### config.mk
export PLATFORM = sky130hd
export DESIGN_NAME = module_detector_error
export DESIGN_NICKNAME = d
export VERILOG_FILES = /design/src/rtl/module_detector_error.sv
export SDC_FILE = /design/constraint.sdc
export NUM_CORES = 1
export LEC_CHECK = 0
export BUFFER_PORTS_ARGS = -buffer_cell sky130_fd_sc_hd__buf_4
export CAP_MARGIN = 20
export CORE_MARGIN = 2
export CORE_UTILIZATION = 45
export DETAILED_ROUTE_END_ITERATION = 16
export PLACE_DENSITY = 0.69
export SKIP_CTS_REPAIR_TIMING = 1
export SYNTH_ARGS = -nofsm -noshare
export SYNTH_HDL_FRONTEND = slang
export SYNTH_SLANG_ARGS = --single-unit
### constraint.sdc
create_clock -name clk -period 3.15 [get_ports clk]
set_clock_uncertainty 0.2 [all_clocks]
set_input_delay 0.63 -clock clk [delete_from_list [all_inputs] [get_ports clk]]
set_output_delay 0.63 -clock clk [all_outputs]
set_load 0.005 [all_outputs]
### src/rtl/module_detector_error.sv
`default_nettype none
// ============================================================================
// Module      : module_detector_error
// Description : Two-stage registered SECDED syndrome / parity detector placed
//               upstream of the error corrector. Words enter over a
//               valid/ready handshake. The Hamming syndrome, global parity and
//               double-error flag are computed between stage 1 and stage 2.
//               The word is forwarded unchanged together with those flags.
//               Saturating statistics counters track processed words, single
//               errors and double errors.
// Revision    : 1.0 - initial release
// ============================================================================
module module_detector_error #(
    parameter int ANCHO_CONT = 8
) (
    input  logic                  clk,
    input  logic                  rst,
    input  logic                  entrada_valida,
    input  logic [7:0]            datos_recibidos,
    output logic                  entrada_lista,
    output logic                  salida_valida,
    input  logic                  salida_lista,
    output logic [7:0]            datos_salida,
    output logic [2:0]            sindrome,
    output logic                  paridad_global,
    output logic                  error_doble,
    input  logic                  limpiar_cont,
    output logic [ANCHO_CONT-1:0] cont_palabras,
    output logic [ANCHO_CONT-1:0] cont_simple,
    output logic [ANCHO_CONT-1:0] cont_doble
);

    localparam logic [ANCHO_CONT-1:0] c_cont_max = {ANCHO_CONT{1'b1}};
    localparam logic [ANCHO_CONT-1:0] c_cont_uno = {{(ANCHO_CONT-1){1'b0}}, 1'b1};

    // Stage 1: captured word
    logic                  r_v1;
    logic [7:0]            r_d1;

    // Stage 2: word plus flags, drives the outputs directly
    logic                  r_v2;
    logic [7:0]            r_d2;
    logic [2:0]            r_sind2;
    logic                  r_par2;
    logic                  r_dbl2;

    // Statistics counters
    logic [ANCHO_CONT-1:0] r_cont_pal;
    logic [ANCHO_CONT-1:0] r_cont_sim;
    logic [ANCHO_CONT-1:0] r_cont_dbl;

    // Handshake and flag computation
    logic                  w_avanza2;
    logic                  w_acepta;
    logic [2:0]            w_sind;
    logic                  w_par;
    logic                  w_dbl;

    // S1 moves forward when S2 is empty or is being consumed this cycle.
    // Input ready depends only on registered valids and downstream ready.
    always_comb begin
        w_avanza2     = r_v1 & (~r_v2 | salida_lista);
        entrada_lista = ~r_v1 | w_avanza2;
        w_acepta      = entrada_valida & entrada_lista;
    end

    // Syndrome and parity of the word sitting in S1; bit i is position i+1
    always_comb begin
        w_sind[0] = r_d1[0] ^ r_d1[2] ^ r_d1[4] ^ r_d1[6];
        w_sind[1] = r_d1[1] ^ r_d1[2] ^ r_d1[5] ^ r_d1[6];
        w_sind[2] = r_d1[3] ^ r_d1[4] ^ r_d1[5] ^ r_d1[6];
        w_par     = ^r_d1;
        w_dbl     = (w_sind != 3'b000) & ~w_par;
    end

    // Stage 1 register: capture on handshake, empty when its word advances
    always_ff @(posedge clk) begin
        if (rst) begin
            r_v1 <= 1'b0;
            r_d1 <= 8'h00;
        end else if (w_acepta) begin
            r_v1 <= 1'b1;
            r_d1 <= datos_recibidos;
        end else if (w_avanza2) begin
            r_v1 <= 1'b0;
        end
    end

    // Stage 2 register: load on advance, drop valid once consumed; otherwise hold
    always_ff @(posedge clk) begin
        if (rst) begin
            r_v2    <= 1'b0;
            r_d2    <= 8'h00;
            r_sind2 <= 3'b000;
            r_par2  <= 1'b0;
            r_dbl2  <= 1'b0;
        end else if (w_avanza2) begin
            r_v2    <= 1'b1;
            r_d2    <= r_d1;
            r_sind2 <= w_sind;
            r_par2  <= w_par;
            r_dbl2  <= w_dbl;
        end else if (salida_lista) begin
            r_v2    <= 1'b0;
        end
    end

    // Saturating statistics; clear wins over a same-cycle increment
    always_ff @(posedge clk) begin
        if (rst || limpiar_cont) begin
            r_cont_pal <= '0;
            r_cont_sim <= '0;
            r_cont_dbl <= '0;
        end else if (w_avanza2) begin
            if (r_cont_pal != c_cont_max) begin
                r_cont_pal <= r_cont_pal + c_cont_uno;
            end
            if (w_par && (r_cont_sim != c_cont_max)) begin
                r_cont_sim <= r_cont_sim + c_cont_uno;
            end
            if (w_dbl && (r_cont_dbl != c_cont_max)) begin
                r_cont_dbl <= r_cont_dbl + c_cont_uno;
            end
        end
    end

    // Outputs come straight from registers
    always_comb begin
        salida_valida  = r_v2;
        datos_salida   = r_d2;
        sindrome       = r_sind2;
        paridad_global = r_par2;
        error_doble    = r_dbl2;
        cont_palabras  = r_cont_pal;
        cont_simple    = r_cont_sim;
        cont_doble     = r_cont_dbl;
    end

endmodule
`default_nettype wire
# After elaboration in Yosys (flattened, before gate mapping)
# Index checks and enable logic that the tools add are counted.
[classes] n_addsub=3 eq_ne=3 muxes=4 n_bitwise=17 reduce_logical=10
[ops] op="adder 8 x 1 -> 8 bit (second input constant)" n=3
[ops] op="!= test 8 bit (second input constant)" n=3
[ops] op="bitwise XOR 1 bit" n=9
[ops] op="parity 8 bit" n=1
[ops] op="AND reduction 2 bit" n=3
[ops] op="2-to-1 mux 1 bit" n=4
[ops] op="nonzero test 2 bit" n=2
[ops] op="bitwise AND 1 bit" n=3
[ops] op="NOT 1 bit" n=3
[ops] op="nonzero test 3 bit" n=1
[ops] op="logical AND 1 bit" n=2
[ops] op="OR 1 bit" n=2
[ops] op="logical OR 1 bit" n=1
[word_totals] regBits=47 input_bits=13

# Logic depth before layout (Yosys ltp)
# Gate-level depths: netlist (run 1).
[logic_depth] ltp_word=7 depth_mapped=6 ltp_nobuf=6

# Least setup slack after synthesis (run 1)
# OpenSTA, ideal clock, no wires.
[synth_timing] path_kind="input to register" startpoint="input port salida_lista" endpoint="register r_cont_dbl[7], in the netlist cont_doble[7]" setup_time_ns=0.122 arrival_time_ns=1.862 required_time_ns=2.828 slack_ns=0.967 stages=5 n_path_buf=0 path_cell_list="nor2b_1 -> nor2_1 -> nand3_1 -> or4_1 -> o311a_1"
[synth_between] elab_chain_len=3
[synth_rtl] element="start: declaration" line="22" rtl="input logic salida_lista,"
[synth_rtl] element="OR 1 bit" line="62" rtl="w_avanza2 = r_v1 & (~r_v2 | salida_lista);"
[synth_rtl] element="bitwise AND 1 bit" line="62"
[synth_rtl] element="AND reduction 2 bit (no line)"
[synth_rtl] element="end signal: assignment" line="122" rtl="r_cont_dbl <= r_cont_dbl + c_cont_uno;"
[synth_rtl] element="end: declaration" line="50" rtl="logic [ANCHO_CONT-1:0] r_cont_dbl;"
# No other way between the ends.
# A chain may end at the register's enable or synchronous reset.

# Worst setup path in the final report (run 1)
[layout_timing] startpoint="register r_d1[0]" endpoint="register r_cont_dbl[7], in the netlist cont_doble[7]"
[layout_between] elab_chain_len=7 elab_cells_between_ends=9 cone_classes="bitwise (5); reduce/logical (4)"
[layout_rtl] element="start: declaration" line="38" rtl="logic [7:0] r_d1;"
[layout_rtl] element="start signal: assignment" line="83" rtl="r_d1 <= datos_recibidos;"
[layout_rtl] element="bitwise XOR 1 bit (3 in a row)" line="69" rtl="w_sind[0] = r_d1[0] ^ r_d1[2] ^ r_d1[4] ^ r_d1[6];"
[layout_rtl] element="nonzero test 3 bit" line="73" rtl="w_dbl = (w_sind != 3'b000) & ~w_par;"
[layout_rtl] element="bitwise AND 1 bit (*)" line="73"
[layout_rtl] element="logical AND 1 bit (*)" line="121" rtl="if (w_dbl && (r_cont_dbl != c_cont_max)) begin"
[layout_rtl] element="AND reduction 2 bit (no line) (*)"
# Every way passes the cells marked *; elsewhere a longest branch is shown, timed or not.

==> flow_metrics.env, run 1 <==
export IMPL_wl_um=4930
export IMPL_ys_warn_count=0
export IMPL_syn_num_nets=279
export IMPL_drive_above_1_share=0.209
export IMPL_status="finished, final reports clean"
export IMPL_core_area_um2=4720
export IMPL_final_common_cell="buf_4"
export IMPL_crit_fanout=14
export IMPL_gp_congestion=0.809
export IMPL_crit_arrival_ps=2490
export IMPL_seq_area_um2=941
export IMPL_cp_slowest_cell="or4_1"
export IMPL_cts_sink_count=47
export IMPL_hp_class="register to register"
export IMPL_cp_start_kind="register"
export IMPL_portBuffers=51
export IMPL_synth_edf_count=0
export IMPL_ir_drop_mv=0.266
export IMPL_critPathMaxStageDelay_ps=610
export IMPL_maxSlewHeadroom=0.319
export IMPL_antenna_found_initial=0
export IMPL_design_die_area_um2=5460
export IMPL_synth_seq_area_share=0.428
export IMPL_worstMarginPinSlew_ps=1020
export IMPL_critical_path_class="register to register"
export IMPL_row_count=25
export IMPL_grt_first_pass_wirelength_um=8270
export IMPL_synth_distinct_cells=37
export IMPL_ant_nets=0
export IMPL_insertedDiodeCount=0
export IMPL_leakagePower_nw=0.991
export IMPL_setup_tns_ps=0
export IMPL_synth_ff_type="dfxtp_1"
export IMPL_final_max_slew_viol_count=0
export IMPL_grt_max_degree=28
export IMPL_avgViaCountPerCell=5.41
export IMPL_cts_tree="built"
export IMPL_grt_total_usage=0.192
export IMPL_ios=52
export IMPL_syn_area_um2=2200
export IMPL_cts_clk_slew_worst_paths_ps=80
export IMPL_crit_chain="xnor2_1 > xor2_2 > a31oi_1 > or4_1 > o311a_1"
export IMPL_drtPass1Iterations=4
export IMPL_power_density_nw_per_um2=455
export IMPL_total_power_mw=1.24
export IMPL_maxCapViolations=0
export IMPL_avgSynthCellArea_um2=8.36
export IMPL_grt_overflow=0
export IMPL_cts_buffers=5
export IMPL_critPathBufInv=0
export IMPL_async_flop_share=0
export IMPL_timing_fmax_ghz=0.399
export IMPL_start_util=0.466
export IMPL_multi_input_comb_area_um2=1180
export IMPL_avgRoutedWirePerCell_um=13.0
export IMPL_die_y_um=73.9
export IMPL_worstSetupEndpointType="register"
export IMPL_synth_seq_cells=47
export IMPL_drt_iter0_markers=94
export IMPL_mostFrequentLayoutCells="53 x buf_4, 47 x dfxtp_1, 46 x nand2_1, 29 x a21oi_1, 16 x nand3_1"
export IMPL_die_x_um=73.9
export IMPL_crit_family="compound AO/OA/AOI/OAI gates"
export IMPL_grt_pass1_vias=1807
export IMPL_netlist_instances=263
export IMPL_place_hpwl_um=3570
export IMPL_fillers=460
export IMPL_drc=0
export IMPL_clock_latency_ps=300
export IMPL_rsz0062_at_grt="no"
export IMPL_num_nets_final=327
export IMPL_min_period_over_period=0.795
export IMPL_crit_required_ps=3140
export IMPL_htreeDepth=2
export IMPL_vias=2044
export IMPL_syn_to_final_growth_pct=24.1
export IMPL_min_period_ps=2500
export IMPL_setup_viol=0
export IMPL_hold_viol=0
export IMPL_cts_root_buf="clkbuf_8"
export IMPL_clock_path_buffers=2
area by class of cell:
type,instances,share of cell area
Clock buffer,6,0.0266
Clock inverter,1,0.0110
Inverter,6,0.00825
Multi-Input combinational cell,198,0.433
Sequential cell,47,0.345
Tap cell,67,0.0307
Timing Repair Buffer,53,0.146
synth_stat cells (2+ instances only):
cell type   n  area share
xnor2_1    14       0.056
a211oi_1    2      0.0068
or4_1       8       0.027
a21oi_1    29       0.066
nand2_1    46       0.079
clkbuf_1    9       0.015
o311a_1     2      0.0091
nor4_1      3      0.0085
nor2b_1     2      0.0057
nor2_1     15       0.026
nor3_1      4      0.0091
o211ai_1    2      0.0068
o31ai_1     9       0.031
or3_1       8       0.023
dfxtp_1    47        0.43
inv_1       6       0.010
xor2_2      3       0.022
nand3_1    16       0.036
mux2i_1     4       0.018
buf_4       2      0.0068
a31oi_1     3      0.0085
o311ai_0    2      0.0080
o41ai_1     2      0.0080
o21ai_0     5       0.011
nand4_1     6       0.017
ha_1        3       0.017
where the power goes:
part | internal [mW] | total (mW) | leakage [nW] | switching, mW
Clock | 0.233 | 0.425 | 0.0513 | 0.192
Combinational | 0.0714 | 0.189 | 0.558 | 0.117
Sequential | 0.611 | 0.628 | 0.382 | 0.0172
Total | 0.915 | 1.24 | 0.991 | 0.327
layer usage:
layer	global-route usage	vias to the layer above	share of wire
li1	-	1034	-
met1	0.277	949	0.49
met2	0.288	56	0.45
met3	0.0439	5	0.050
met4	0.0586	0	0.010
met5	0	-	0
logic make-up (layout without fill, tap and decap cells):
| logic type | after synthesis | count (layout) | share of synthesized area |
|---|---|---|---|
| buffers and inverters | 18 | 66 | 0.0347 |
| and+or+nand+nor | 114 | 114 | 0.250 |
| AOI/OAI and AO/OA | 58 | 58 | 0.163 |
| muxes | 4 | 4 | 0.0182 |
| adders and majority gates | 3 | 3 | 0.0171 |
| DFF | 47 | 47 | 0.428 |
| xor gates and xnor gates | 19 | 19 | 0.0893 |
worst paths after layout:
kind / to / slack [ps] / start / cells after the start
setup / recovery: cont_doble[7] / 650 / r_d1[0] / 5
hold / removal: datos_salida[4] / 260 / datos_salida[4] / 2
setup reg to reg: cont_doble[7] / 650 / r_d1[0] / 5
hold reg to reg: datos_salida[4] / 260 / datos_salida[4] / 2
registers in the layout, indices dropped and copies added (netlist names):
name	cells
cont_palabras	8
cont_doble	8
error_doble	1
r_v1	1
r_d1	8
salida_valida	1
cont_simple	8
paridad_global	1
datos_salida	8
sindrome	3
metrics by stage:
stage	setup slack (ps)	hold slack, ps	instance area, µm²	util	std cells
global placement	716	246	2630	0.556	371
global route	491	277	2730	0.578	378
CTS	656	265	2730	0.578	378
detailed placement	664	251	2630	0.556	371
finish	647	260	2730	0.578	378
floorplan	967	253	2200	-	263
worst min-delay path, cell delays in order, from the launching register on:
cell and delay (ps):
dfxtp_1 310, nand2_1 50, a21oi_1 50
(Power assumes the default switching activity.)
==> inputs of run 2 (changes only) <==
--- a/config.mk
+++ b/config.mk
@@ -5,12 +5,13 @@
 export SDC_FILE = /design/constraint.sdc
 export NUM_CORES = 1
 export LEC_CHECK = 0
+export ABC_AREA = 1
 export BUFFER_PORTS_ARGS = -buffer_cell sky130_fd_sc_hd__buf_4
 export CAP_MARGIN = 20
 export CORE_MARGIN = 2
 export CORE_UTILIZATION = 45
 export DETAILED_ROUTE_END_ITERATION = 16
-export PLACE_DENSITY = 0.69
+export PLACE_DENSITY = 0.71
 export SKIP_CTS_REPAIR_TIMING = 1
 export SYNTH_ARGS = -nofsm -noshare
 export SYNTH_HDL_FRONTEND = slang
==> constraint.sdc (replaced) <==
create_clock -name clk -period 2.19 [get_ports clk]
set_clock_uncertainty 0.2 [all_clocks]
set_input_delay 0.438 -clock clk [delete_from_list [all_inputs] [get_ports clk]]
set_output_delay 0.438 -clock clk [all_outputs]
set_load 0.005 [all_outputs]
==> flow_metrics.env, run 2 <==
export IMPL_place_hpwl_um=3790
export IMPL_hp_class="input port to register"
export IMPL_cp_start_kind="register"
export IMPL_maxSlewHeadroom=0.688
export IMPL_crit_required_ps=2190
export IMPL_timing_fmax_ghz=0.516
export IMPL_rsz0062_at_grt="no"
export IMPL_leakagePower_nw=1.33
export IMPL_maxCapViolations=0
export IMPL_async_flop_share=0
export IMPL_worstSetupEndpointType="register"
export IMPL_wl_um=5110
export IMPL_netlist_area_leader_share=0.397
export IMPL_crit_arrival_ps=1930
export IMPL_setup_tns_ps=0
export IMPL_path_common_cell="nor2_1"
export IMPL_drtPass1Iterations=4
export IMPL_netlist_instances=336
export IMPL_synth_seq_area_share=0.397
export IMPL_cts_clk_slew_worst_paths_ps=90
export IMPL_avgViaCountPerCell=5.02
export IMPL_ys_warn_count=0
export IMPL_synth_ff_type="dfxtp_1"
export IMPL_hold_viol=0
export IMPL_grt_overflow=0
export IMPL_grt_first_pass_wirelength_um=8910
export IMPL_crit_chain="ha_1 > nand2_1 > inv_1 > nand4_1 > nor2_1 > nand2_1 > nand3_2 > inv_1 > nor2_1 > nor2_1"
export IMPL_avgRoutedWirePerCell_um=11.2
export IMPL_drc=0
export IMPL_grt_pass1_vias=2047
export IMPL_status="finished, final reports clean"
export IMPL_critPathMaxStageDelay_ps=410
export IMPL_row_count=26
export IMPL_grt_max_degree=21
export IMPL_setup_viol=0
export IMPL_power_density_nw_per_um2=639
export IMPL_yosysMostFrequentCell="nand2_1"
export IMPL_syn_area_um2=2370
export IMPL_cts_root_buf="clkbuf_8"
export IMPL_core_area_um2=5110
export IMPL_cp_slowest_cell="dfxtp_1"
export IMPL_netlist_top_cells_count="98 x nand2_1, 47 x dfxtp_1, 37 x a21oi_1, 27 x inv_1"
export IMPL_final_common_cell="nand2_1"
export IMPL_cts_tree="built"
export IMPL_clock_latency_ps=300
export IMPL_antenna_found_initial=0
export IMPL_final_cell_area_um2=2910
export IMPL_syn_num_nets=352
export IMPL_portBuffers=51
export IMPL_ios=52
export IMPL_gp_congestion=0.853
export IMPL_placed_cells=450
export IMPL_clock_path_buffers=2
export IMPL_synth_top_area_cell="dfxtp_1"
export IMPL_ant_nets=0
export IMPL_design_die_area_um2=5870
export IMPL_mostFrequentLayoutCells="98 x nand2_1, 53 x buf_4, 47 x dfxtp_1, 37 x a21oi_1, 27 x inv_1"
export IMPL_num_nets_final=403
export IMPL_synth_seq_cells=47
export IMPL_synth_edf_count=0
export IMPL_die_y_um=76.6
export IMPL_min_period_over_period=0.884
export IMPL_min_period_ps=1940
export IMPL_finalNonFillerCells=458
export IMPL_worstMarginPinSlew_ps=467
export IMPL_cts_sink_count=47
export IMPL_vias=2300
export IMPL_drt_iter0_markers=56
export IMPL_synth_distinct_cells=29
export IMPL_htreeDepth=2
export IMPL_dpl_cell_area_um2=2790
export IMPL_ir_drop_mv=0.423
export IMPL_avgSynthCellArea_um2=7.06
export IMPL_die_x_um=76.6
export IMPL_syn_to_final_growth_pct=22.7
export IMPL_start_util=0.464
export IMPL_drive_above_1_share=0.222
export IMPL_crit_fanout=8
export IMPL_grt_total_usage=0.184
export IMPL_r2r_slack_ps=250
export IMPL_post_place_ws_ps=296
export IMPL_setup_ws_ps=253
export IMPL_final_max_slew_viol_count=0
export IMPL_insertedDiodeCount=0
export IMPL_critical_path_class="register to register"
export IMPL_cts_buffers=5
export IMPL_synthTopCellsByArea="dfxtp_1 40%, nand2_1 16%, a21oi_1 7.8%"
run 2: cell count changes in the layout (fill, tap and decap cells not counted), moves of 8 or more:
cell | previous run | this run
o31ai_1 | 9 | 0
inv_2 | 0 | 10
or3_1 | 8 | 0
inv_1 | 6 | 27
o21ai_0 | 5 | 18
nand2_1 | 46 | 98
or4_1 | 8 | 0
a21oi_1 | 29 | 37
xnor2_1 | 14 | 3
run 2: layout make-up:
type	instances	area (µm²)
flip-flops and latches	47	941
inverters	38	143
clock buffers	6	82.6
fillers	509	2200
clock inverters	2	35.0
multi-input cells	242	1220
well taps	70	87.6
repair buffers	53	398
run 2: final timing paths:
path | start | to | cells after the start
setup / recovery | cont_doble[0] | cont_doble[0] | 10
hold / removal | rst | salida_valida | 2
setup reg to reg | cont_doble[0] | cont_doble[0] | 10
hold reg to reg | cont_palabras[4] | cont_palabras[4] | 2
run 2: through the flow:
step	power [mW]	hold slack, ps	util
3_5_place_dp	1.22	267	0.547
4_1_cts	1.88	153	0.570
6_report	1.86	161	0.570
3_3_place_gp	1.21	262	0.547
2_1_floorplan	1.15	256	-
5_1_grt	1.96	155	0.570
run 2: layer usage:
metal / vias up / global-route usage / wire length (µm)
met1: 1050 / 0.244 / 2600
li1: 1196 / - / -
met3: 8 / 0.0367 / 166
met2: 46 / 0.302 / 2280
met4: 0 / 0.0545 / 73
met5: - / 0 / 0
run 2: kinds of logic (layout without fill, tap and decap cells):
group,Yosys count,after routing,share of synthesized area
and+or+nand+nor,167,167,0.326
adders and majority gates,3,3,0.0158
DFF,47,47,0.397
xor gates and xnor gates,11,11,0.0406
buffers and inverters,47,99,0.0876
AOI/OAI and AO/OA,61,61,0.133
run 2: where the power goes:
part           switching (mW)  internal (mW)
combinational           0.176          0.106
clock                   0.290          0.370
sequential             0.0288          0.888
run 2: worst max-delay path: cells and delay by family, from the launching register on:
kind	cells	cell delay, ps
flip-flops	1	410
AND/OR/NAND/NOR	7	880
buffers and inverters	2	130
adder cells (fa/ha/maj)	1	210
==> inputs of run 3 (changes only) <==
--- a/config.mk
+++ b/config.mk
@@ -8,11 +8,12 @@
 export ABC_AREA = 1
 export BUFFER_PORTS_ARGS = -buffer_cell sky130_fd_sc_hd__buf_4
 export CAP_MARGIN = 20
-export CORE_MARGIN = 2
-export CORE_UTILIZATION = 45
+export CORE_MARGIN = 1.5
+export CORE_UTILIZATION = 49
 export DETAILED_ROUTE_END_ITERATION = 16
-export PLACE_DENSITY = 0.71
+export PLACE_DENSITY = 0.76
 export SKIP_CTS_REPAIR_TIMING = 1
+export SLEW_MARGIN = 10
 export SYNTH_ARGS = -nofsm -noshare
 export SYNTH_HDL_FRONTEND = slang
 export SYNTH_SLANG_ARGS = --single-unit
==> flow_metrics.env, run 3 (synthesis results as in run 2) <==
export IMPL_min_period_over_period=0.889
export IMPL_ios=52
export IMPL_cts_root_buf="clkbuf_8"
export IMPL_start_util=0.505
export IMPL_cp_start_kind="register"
export IMPL_drc=0
export IMPL_crit_family="simple AND/OR/NAND/NOR gates"
export IMPL_ir_drop_mv=0.385
export IMPL_post_place_ws_ps=279
export IMPL_r2r_slack_ps=240
export IMPL_htreeDepth=2
export IMPL_hold_end="paridad_global"
export IMPL_power_density_nw_per_um2=609
export IMPL_hold_depth=2
export IMPL_wl_um=5010
export IMPL_clock_latency_ps=300
export IMPL_die_y_um=72.6
export IMPL_crit_fanout=8
export IMPL_timing_fmax_ghz=0.514
export IMPL_setup_viol=0
export IMPL_drt_iter0_markers=77
export IMPL_gp_congestion=0.838
export IMPL_cts_buffers=5
export IMPL_reg2reg_depth=10
export IMPL_row_count=25
export IMPL_maxCapViolations=0
export IMPL_grt_first_pass_wirelength_um=8440
export IMPL_core_area_um2=4690
export IMPL_portBuffers=51
export IMPL_reg2reg_to="cont_doble[1]"
export IMPL_final_common_cell="nand2_1"
export IMPL_final_max_slew_viol_count=0
export IMPL_cp_slowest_cell="dfxtp_1"
export IMPL_grt_pass1_vias=2007
export IMPL_drive_above_1_share=0.219
export IMPL_num_nets_final=403
export IMPL_worstSetupEndpointType="register"
export IMPL_critPathBufInv=2
export IMPL_syn_to_final_growth_pct=20.9
export IMPL_hp_class="input port to register"
export IMPL_mostFrequentLayoutCells="98 x nand2_1, 53 x buf_4, 47 x dfxtp_1, 37 x a21oi_1, 27 x inv_1"
export IMPL_crit_required_ps=2190
export IMPL_setup_ws_ps=244
export IMPL_cts_clk_slew_worst_paths_ps=90
export IMPL_worstMarginPinSlew_ps=487
export IMPL_setup_tns_ps=0
export IMPL_clock_path_buffers=2
export IMPL_ant_nets=0
export IMPL_rsz0062_at_grt="no"
export IMPL_maxSlewHeadroom=0.675
export IMPL_path_common_cell="nor2_1"
export IMPL_r2r_start="cont_doble[0]"
export IMPL_design_die_area_um2=5260
export IMPL_grt_max_degree=21
export IMPL_crit_chain="ha_1 > nand2_1 > inv_1 > nand4_1 > nor2_1 > nand2_1 > nand3_2 > inv_1 > nor2_1 > nor2_1"
export IMPL_critPathMaxStageDelay_ps=410
export IMPL_grt_overflow=0
export IMPL_avgRoutedWirePerCell_um=11.3
export IMPL_place_hpwl_um=3670
export IMPL_status="finished, final reports clean"
export IMPL_insertedDiodeCount=0
export IMPL_min_from="rst"
export IMPL_die_x_um=72.6
export IMPL_grt_total_usage=0.198
export IMPL_antenna_found_initial=0
export IMPL_leakagePower_nw=1.32
export IMPL_critical_path_class="register to register"
export IMPL_cts_tree="built"
export IMPL_crit_arrival_ps=1950
export IMPL_cts_sink_count=47
export IMPL_vias=2279
export IMPL_hold_viol=0
export IMPL_drtPass1Iterations=4
export IMPL_avgViaCountPerCell=5.16
export IMPL_min_period_ps=1950
[run 3: changes by cell type in the layout (fill, tap and decap cells not counted), sizes merged]
cell / before / now
bufinv: 1 / 0
clkbuf: 6 / 7
[run 3: worst reg2reg max path, delay by kind of cell (launching register included)]
kind	cells	cell delay (ps)
simple gates	7	910
flops	1	410
fa+ha+maj	1	220
buf+inv	2	120
[run 3: power by group]
group / internal (mW) / switching (mW) / total (mW)
Clock: 0.259 / 0.288 / 0.547
Sequential: 0.888 / 0.0289 / 0.917
Combinational: 0.106 / 0.177 / 0.283
Total: 1.25 / 0.494 / 1.75
[run 3: final cells by class]
class,count,area [µm²]
sequential,47,941
inverter,38,143
fill,451,1830
timing repair buffer,53,398
multi-input combinational,242,1220
tap,54,67.6
clock buffer,7,86.3
clock inverter,1,8.76
[run 3: layer usage]
metal,up-vias,share of wire,wire length (µm),track usage
met5,-,0,0,0
met2,61,0.44,2200,0.305
met1,1018,0.50,2500,0.274
met4,0,0.013,64,0.0524
met3,9,0.049,246,0.0528
li1,1191,-,-,-
[run 3: worst max path at each step]
stage,from,end,slack (ps),cells past startpoint
floorplan,cont_palabras[0],cont_palabras[0],470,9
global placement,cont_doble[0],cont_doble[0],370,10
detailed placement,cont_doble[0],cont_doble[1],280,10
CTS,cont_doble[0],cont_doble[0],250,10
global route,cont_doble[0],cont_doble[0],50,10
finish,cont_doble[0],cont_doble[1],240,10
[run 3: through the flow]
step / utilization / hold WS [ps] / instance area, µm² / cells / power (mW)
detailed placement: 0.591 / 268 / 2770 / 434 / 1.22
CTS: 0.611 / 147 / 2870 / 442 / 1.76
finish: 0.611 / 160 / 2870 / 442 / 1.75
global placement: 0.591 / 262 / 2770 / 434 / 1.21
global route: 0.611 / 153 / 2870 / 442 / 1.84
floorplan: - / 256 / 2370 / 336 / 1.15
